## src/rtl/scoreboard_button_conditioner.sv

```systemverilog
// Conditions the raw up/down scoreboard buttons into clean one-cycle count pulses.
// Optional auto-repeat while a button is held: define SCOREBOARD_AUTOREPEAT_EN.
module scoreboard_button_conditioner #(
    parameter logic [15:0] DEBOUNCE_CYCLES = 16'd50000,
    parameter logic [23:0] REPEAT_DELAY    = 24'd5000000,
    parameter logic [23:0] REPEAT_PERIOD   = 24'd1000000
) (
    input  logic clk_i,
    input  logic rst_n_i,
    input  logic btn_up_i,
    input  logic btn_down_i,
    output logic up_pulse_o,
    output logic down_pulse_o,
    output logic up_level_o,
    output logic down_level_o
);

    localparam logic [15:0] DB_LAST = DEBOUNCE_CYCLES - 16'd1;

    // Channel index 0 is up, 1 is down.
    logic [1:0] w_btn;
    logic [1:0] w_sync;
    logic [1:0] w_level;
    logic [1:0] w_hit;
    logic [1:0] w_rise;
    logic [1:0] w_press;
    logic [1:0] w_pulse_nxt;
    logic [1:0] r_pulse;

    assign w_btn = {btn_down_i, btn_up_i};

    for (genvar g = 0; g < 2; g++) begin : g_deb
        logic        r_s1;
        logic        r_s2;
        logic        r_level;
        logic [15:0] r_cnt;

        // Two-flop synchronizer followed by a stability counter.
        always_ff @(posedge clk_i or negedge rst_n_i) begin
            if (!rst_n_i) begin
                r_s1    <= 1'b0;
                r_s2    <= 1'b0;
                r_level <= 1'b0;
                r_cnt   <= '0;
            end else begin
                r_s1 <= w_btn[g];
                r_s2 <= r_s1;
                if (r_s2 == r_level) begin
                    r_cnt <= '0;
                end else if (r_cnt == DB_LAST) begin
                    r_level <= r_s2;
                    r_cnt   <= '0;
                end else begin
                    r_cnt <= r_cnt + 16'd1;
                end
            end
        end

        assign w_sync[g]  = r_s2;
        assign w_level[g] = r_level;
        assign w_hit[g]   = (r_s2 != r_level) && (r_cnt == DB_LAST);
    end

    // A level flip this edge toward 1 is a press event.
    assign w_rise = w_hit & w_sync;

    always_comb begin
        w_press    = 2'b00;
        w_press[0] = w_rise[0] & ~w_rise[1] & ~w_level[1];
        w_press[1] = w_rise[1] & ~w_rise[0] & ~w_level[0];
    end

`ifdef SCOREBOARD_AUTOREPEAT_EN
    localparam logic [23:0] RD_LAST = REPEAT_DELAY - 24'd1;
    localparam logic [23:0] RP_LAST = REPEAT_PERIOD - 24'd1;

    typedef enum logic [1:0] {ST_IDLE, ST_DELAY, ST_REPEAT} rpt_state_t;

    logic [1:0] w_level_nxt;
    logic [1:0] w_rpt;

    assign w_level_nxt = w_level ^ w_hit;

    for (genvar g = 0; g < 2; g++) begin : g_rpt
        localparam int unsigned OTH = (g == 0) ? 1 : 0;

        rpt_state_t  r_state;
        logic [23:0] r_timer;
        logic        w_abort;
        logic        w_due;

        // Holding the other button, or releasing this one, cancels repeats at once.
        assign w_abort  = !w_level_nxt[g] || w_level_nxt[OTH];
        assign w_due    = ((r_state == ST_DELAY)  && (r_timer == RD_LAST)) ||
                          ((r_state == ST_REPEAT) && (r_timer == RP_LAST));
        assign w_rpt[g] = w_due && !w_abort;

        always_ff @(posedge clk_i or negedge rst_n_i) begin
            if (!rst_n_i) begin
                r_state <= ST_IDLE;
                r_timer <= '0;
            end else if (w_abort) begin
                r_state <= ST_IDLE;
                r_timer <= '0;
            end else begin
                case (r_state)
                    ST_IDLE: begin
                        r_timer <= '0;
                        if (w_press[g]) r_state <= ST_DELAY;
                    end
                    ST_DELAY: begin
                        if (r_timer == RD_LAST) begin
                            r_state <= ST_REPEAT;
                            r_timer <= '0;
                        end else begin
                            r_timer <= r_timer + 24'd1;
                        end
                    end
                    ST_REPEAT: begin
                        if (r_timer == RP_LAST) r_timer <= '0;
                        else                    r_timer <= r_timer + 24'd1;
                    end
                    default: begin
                        r_state <= ST_IDLE;
                        r_timer <= '0;
                    end
                endcase
            end
        end
    end

    assign w_pulse_nxt = w_press | w_rpt;
`else
    logic w_unused_params;
    assign w_unused_params = ^{REPEAT_DELAY, REPEAT_PERIOD};
    assign w_pulse_nxt     = w_press;
`endif

    always_ff @(posedge clk_i or negedge rst_n_i) begin
        if (!rst_n_i) r_pulse <= 2'b00;
        else          r_pulse <= w_pulse_nxt;
    end

    assign up_pulse_o   = r_pulse[0];
    assign down_pulse_o = r_pulse[1];
    assign up_level_o   = w_level[0];
    assign down_level_o = w_level[1];

endmodule

```

## config.mk

```make
export PLATFORM = sky130hd
export DESIGN_NAME = scoreboard_button_conditioner
export DESIGN_NICKNAME = d
export VERILOG_FILES = /design/src/rtl/scoreboard_button_conditioner.sv
export SDC_FILE = /design/constraint.sdc
export NUM_CORES = 1
export LEC_CHECK = 0
export BUFFER_PORTS_ARGS = -buffer_cell sky130_fd_sc_hd__buf_2
export CAP_MARGIN = 20
export CORE_MARGIN = 2
export CORE_UTILIZATION = 39
export DETAILED_ROUTE_END_ITERATION = 12
export HOLD_SLACK_MARGIN = 0.05
export MAX_ROUTING_LAYER = met4
export PLACE_DENSITY = 0.51
export SLEW_MARGIN = 40
export SYNTH_ARGS = -nofsm -noshare
export SYNTH_HDL_FRONTEND = slang
export SYNTH_SLANG_ARGS = --single-unit
```

## constraint.sdc

```tcl
create_clock -name clk_i -period 1.5 [get_ports clk_i]
set_input_delay 0.15 -clock clk_i [delete_from_list [all_inputs] [get_ports clk_i]]
set_output_delay 0.15 -clock clk_i [all_outputs]
set_load 0.02 [all_outputs]
```

==> results_dict.tcl <==
set metrics [dict create \
    synth_seq_area_share 0.5151 \
    period_share 0.9578 \
    p_per_area_mw_per_mm2 852.6 \
    antenna_found_initial 0 \
    ir_drop_mv 0.4572 \
    portBuffers 7 \
    syn_avg_cell_area_um2 10.80 \
    dpl-instance-area_mm2 0.002221 \
    grt_use_total 0.1637 \
    rows 25 \
    whs_ps 353.8 \
    clk_pin_slew_ps 80 \
    numClockSinks 40 \
    switchingPower_mw 0.4524 \
    cp-startpoint "g_deb[0].r_cnt[0]" \
    grt_pass1_vias 1467 \
    criticalPathCategory "reg2reg" \
    cp_max_fo 4 \
    finalMaxSlewViolations 0 \
    endpoint_kind "flip-flop" \
    place_inst 274 \
    status "finished clean" \
    power_frac_comb 0.050 \
    yosys-top-cells-area "dfrtp_1, xnor2_1, nor2_1" \
    hold_viol_final 0 \
    cp.arrival_ps 1620 \
    layout_common_cells "dfrtp_1, nor2_1, buf_4, xnor2_1, inv_1" \
    ys_ff_latch 40 \
    dp_hpwl_um 2761 \
    synth.net_count 186 \
    synth_area_leader_cell "dfrtp_1" \
    place_ws_ps -19.32 \
    fp.dieH_um 74.59 \
    tightest_slew_ps 510.5 \
    crit_path_start_kind "flip-flop" \
    drc_errors 0 \
    cts_max_path_buffers 2 \
    grt_overflow 0 \
    drtAntennaViolNets 0 \
    numCtsBuffers 5 \
    diodes 0 \
    dieArea_mm2 0.005563 \
    gp_congestion 0.8413 \
    multi_input_area_um2 992.2 \
    die_x_um 74.59 \
    setup_viol 0 \
    fin_nets 228 \
    reg2reg_from "g_deb[0].r_cnt[0]" \
    power_mw 2.141 \
    hp-start "g_deb[0].r_s1" \
    p_seq_frac 0.519 \
    layout_commonest_cell "dfrtp_1" \
    syn2layout_area_growth_pct 29.23 \
    cts_max_level 2 \
    required_ps 1680 \
    cellInternalPower_mw 1.689 \
    period_needed_ps 1437 \
    tritoncts "built" \
    core_region_area_mm2 0.004755 \
    tns_ps 0 \
    seq_area_mm2 0.001003 \
    p_clk_frac 0.431 \
    p_sw_frac 0.2113 \
    maxSlewHeadroom 0.6597 \
    drv_cap 0 \
    grt_pass1_wl_um 6630 \
    instances_no_fill 290 \
    grt_max_degree 41 \
    p_leak_nw 1.095 \
    hold_class "reg2reg" \
    synth_area_mm2 0.001943 \
    wl_um 4049 \
    syn_inst 180 \
    io_pins 8 \
    vias 1405 \
    clock.fmax_mhz 696.1 \
    utilization 0.5282 \
    drtIter0Drc 45 \
    clock_latency_ps 290 \
    start_util 0.4087 \
    drive_gt1_frac 0.3453 \
    skew_ps 8.071 \
    synth_top_area_frac 0.5151 \
    routed_via_density 4.845 \
    dr.pass1.iters 4 \
    cts-root-buf "clkbuf_8" \
    post_drt_wl_per_cell_um 13.96 \
    yosysWarnings 0 \
    final.setup.worst_slack_ps 63.37 \
    fillers 437 \
    fin_area_mm2 0.002511 \
    synth_cell_types 31 \
]
## synth_stat cells
| cell type | count |
|---|---|
| dfrtp_1 | 40 |
| nor2_1 | 38 |
| xnor2_1 | 25 |
| inv_1 | 8 |
| nand3_1 | 8 |
| nor3_1 | 8 |
| nand2_1 | 7 |
| nand4_1 | 6 |
| and3_1 | 4 |
| nor4_2 | 4 |
| xor2_1 | 4 |
| nand4_2 | 3 |
| nor2_2 | 3 |
| ha_1 | 2 |
| nand2_2 | 2 |
| nor4_1 | 2 |
| nor4b_2 | 2 |
| a21o_1 | 1 |
| a21oi_1 | 1 |
| a31o_2 | 1 |
| and4b_1 | 1 |
| and4bb_1 | 1 |
| buf_4 | 1 |
| buf_6 | 1 |
| nand3_2 | 1 |
| nand4_4 | 1 |
| nand4b_2 | 1 |
| nand4bb_1 | 1 |
| nor4_4 | 1 |
| nor4b_1 | 1 |
| nor4bb_1 | 1 |
## worst max-delay path: stages (launching register included)
cell,delay (ps)
dfrtp_1,390
ha_2,210
nand3_2,130
buf_4,190
nor3_2,210
xnor2_1,140
nor2_1,50
## layout make-up
class	instances	area share
tap	67	0.03338
sequential	40	0.3996
clock buffer	6	0.03288
multi-input combinational	130	0.3951
inverter	8	0.01196
timing repair buffer	37	0.1116
clock inverter	2	0.01545
## sequential cells by signal, summed over array words and instances, names as in the netlist
signal / flops
g_deb.r_cnt: 32
r_pulse: 2
g_deb.r_s1: 2
up_level_o: 1
g_deb.r_s2: 2
down_level_o: 1
## cell families (layout without fill, tap and decap cells)
group | count (synthesis) | in the layout | share of synthesized area
fa+ha+maj | 2 | 2 | 0.01288
buf+inv | 10 | 53 | 0.02511
compound gates | 3 | 3 | 0.01095
simple gates | 96 | 96 | 0.3052
flops | 40 | 40 | 0.5151
xor+xnor | 29 | 29 | 0.1307
## layer usage
| metal | vias up | share of wire | GRT usage | routed length (um) |
|---|---|---|---|---|
| met5 | - | 0 | - | 0 |
| met4 | 0 | 0.014 | 0.07341 | 55 |
| met3 | 5 | 0.016 | 0.02981 | 66 |
| met2 | 9 | 0.54 | 0.2773 | 2191 |
| met1 | 696 | 0.43 | 0.1885 | 1736 |
| li1 | 695 | - | - | - |
## power groups by stage
| stage | Combinational [mW] | Sequential, mW | Clock, mW |
|---|---|---|---|
| 2_1_floorplan | 0.0354 | 1.13 | 0 |
| 4_1_cts | 0.0854 | 1.11 | 0.955 |
| 6_report | 0.107 | 1.11 | 0.923 |
| 5_1_grt | 0.122 | 1.11 | 0.999 |
| 3_3_place_gp | 0.0765 | 1.13 | 0 |
| 3_5_place_dp | 0.0775 | 1.13 | 0 |
## path summary, 6_finish.rpt
path | end | cells past startpoint | slack (ps)
min | g_deb[0].r_s2 | 0 | 350
max | g_deb[0].r_cnt[10] | 6 | 60
max reg2reg | g_deb[0].r_cnt[10] | 6 | 60
min reg2reg | g_deb[0].r_s2 | 0 | 350
max in group asynchronous | g_deb[1].r_cnt[8] | 3 | 670
min in group asynchronous | g_deb[0].r_cnt[11] | 3 | 450
## repair_timing
| item | CTS | global route |
|---|---|---|
| hold endpoints to repair | 42 | 0 |
| pin swaps | 0 | 8 |
| setup buffers | 0 | 5 |
| gates resized for setup | 3 | 17 |
| hold buffers | 3 | 0 |
| endpoints found under the setup margin | 26 | 35 |
Power figures use the tool's default switching activity.
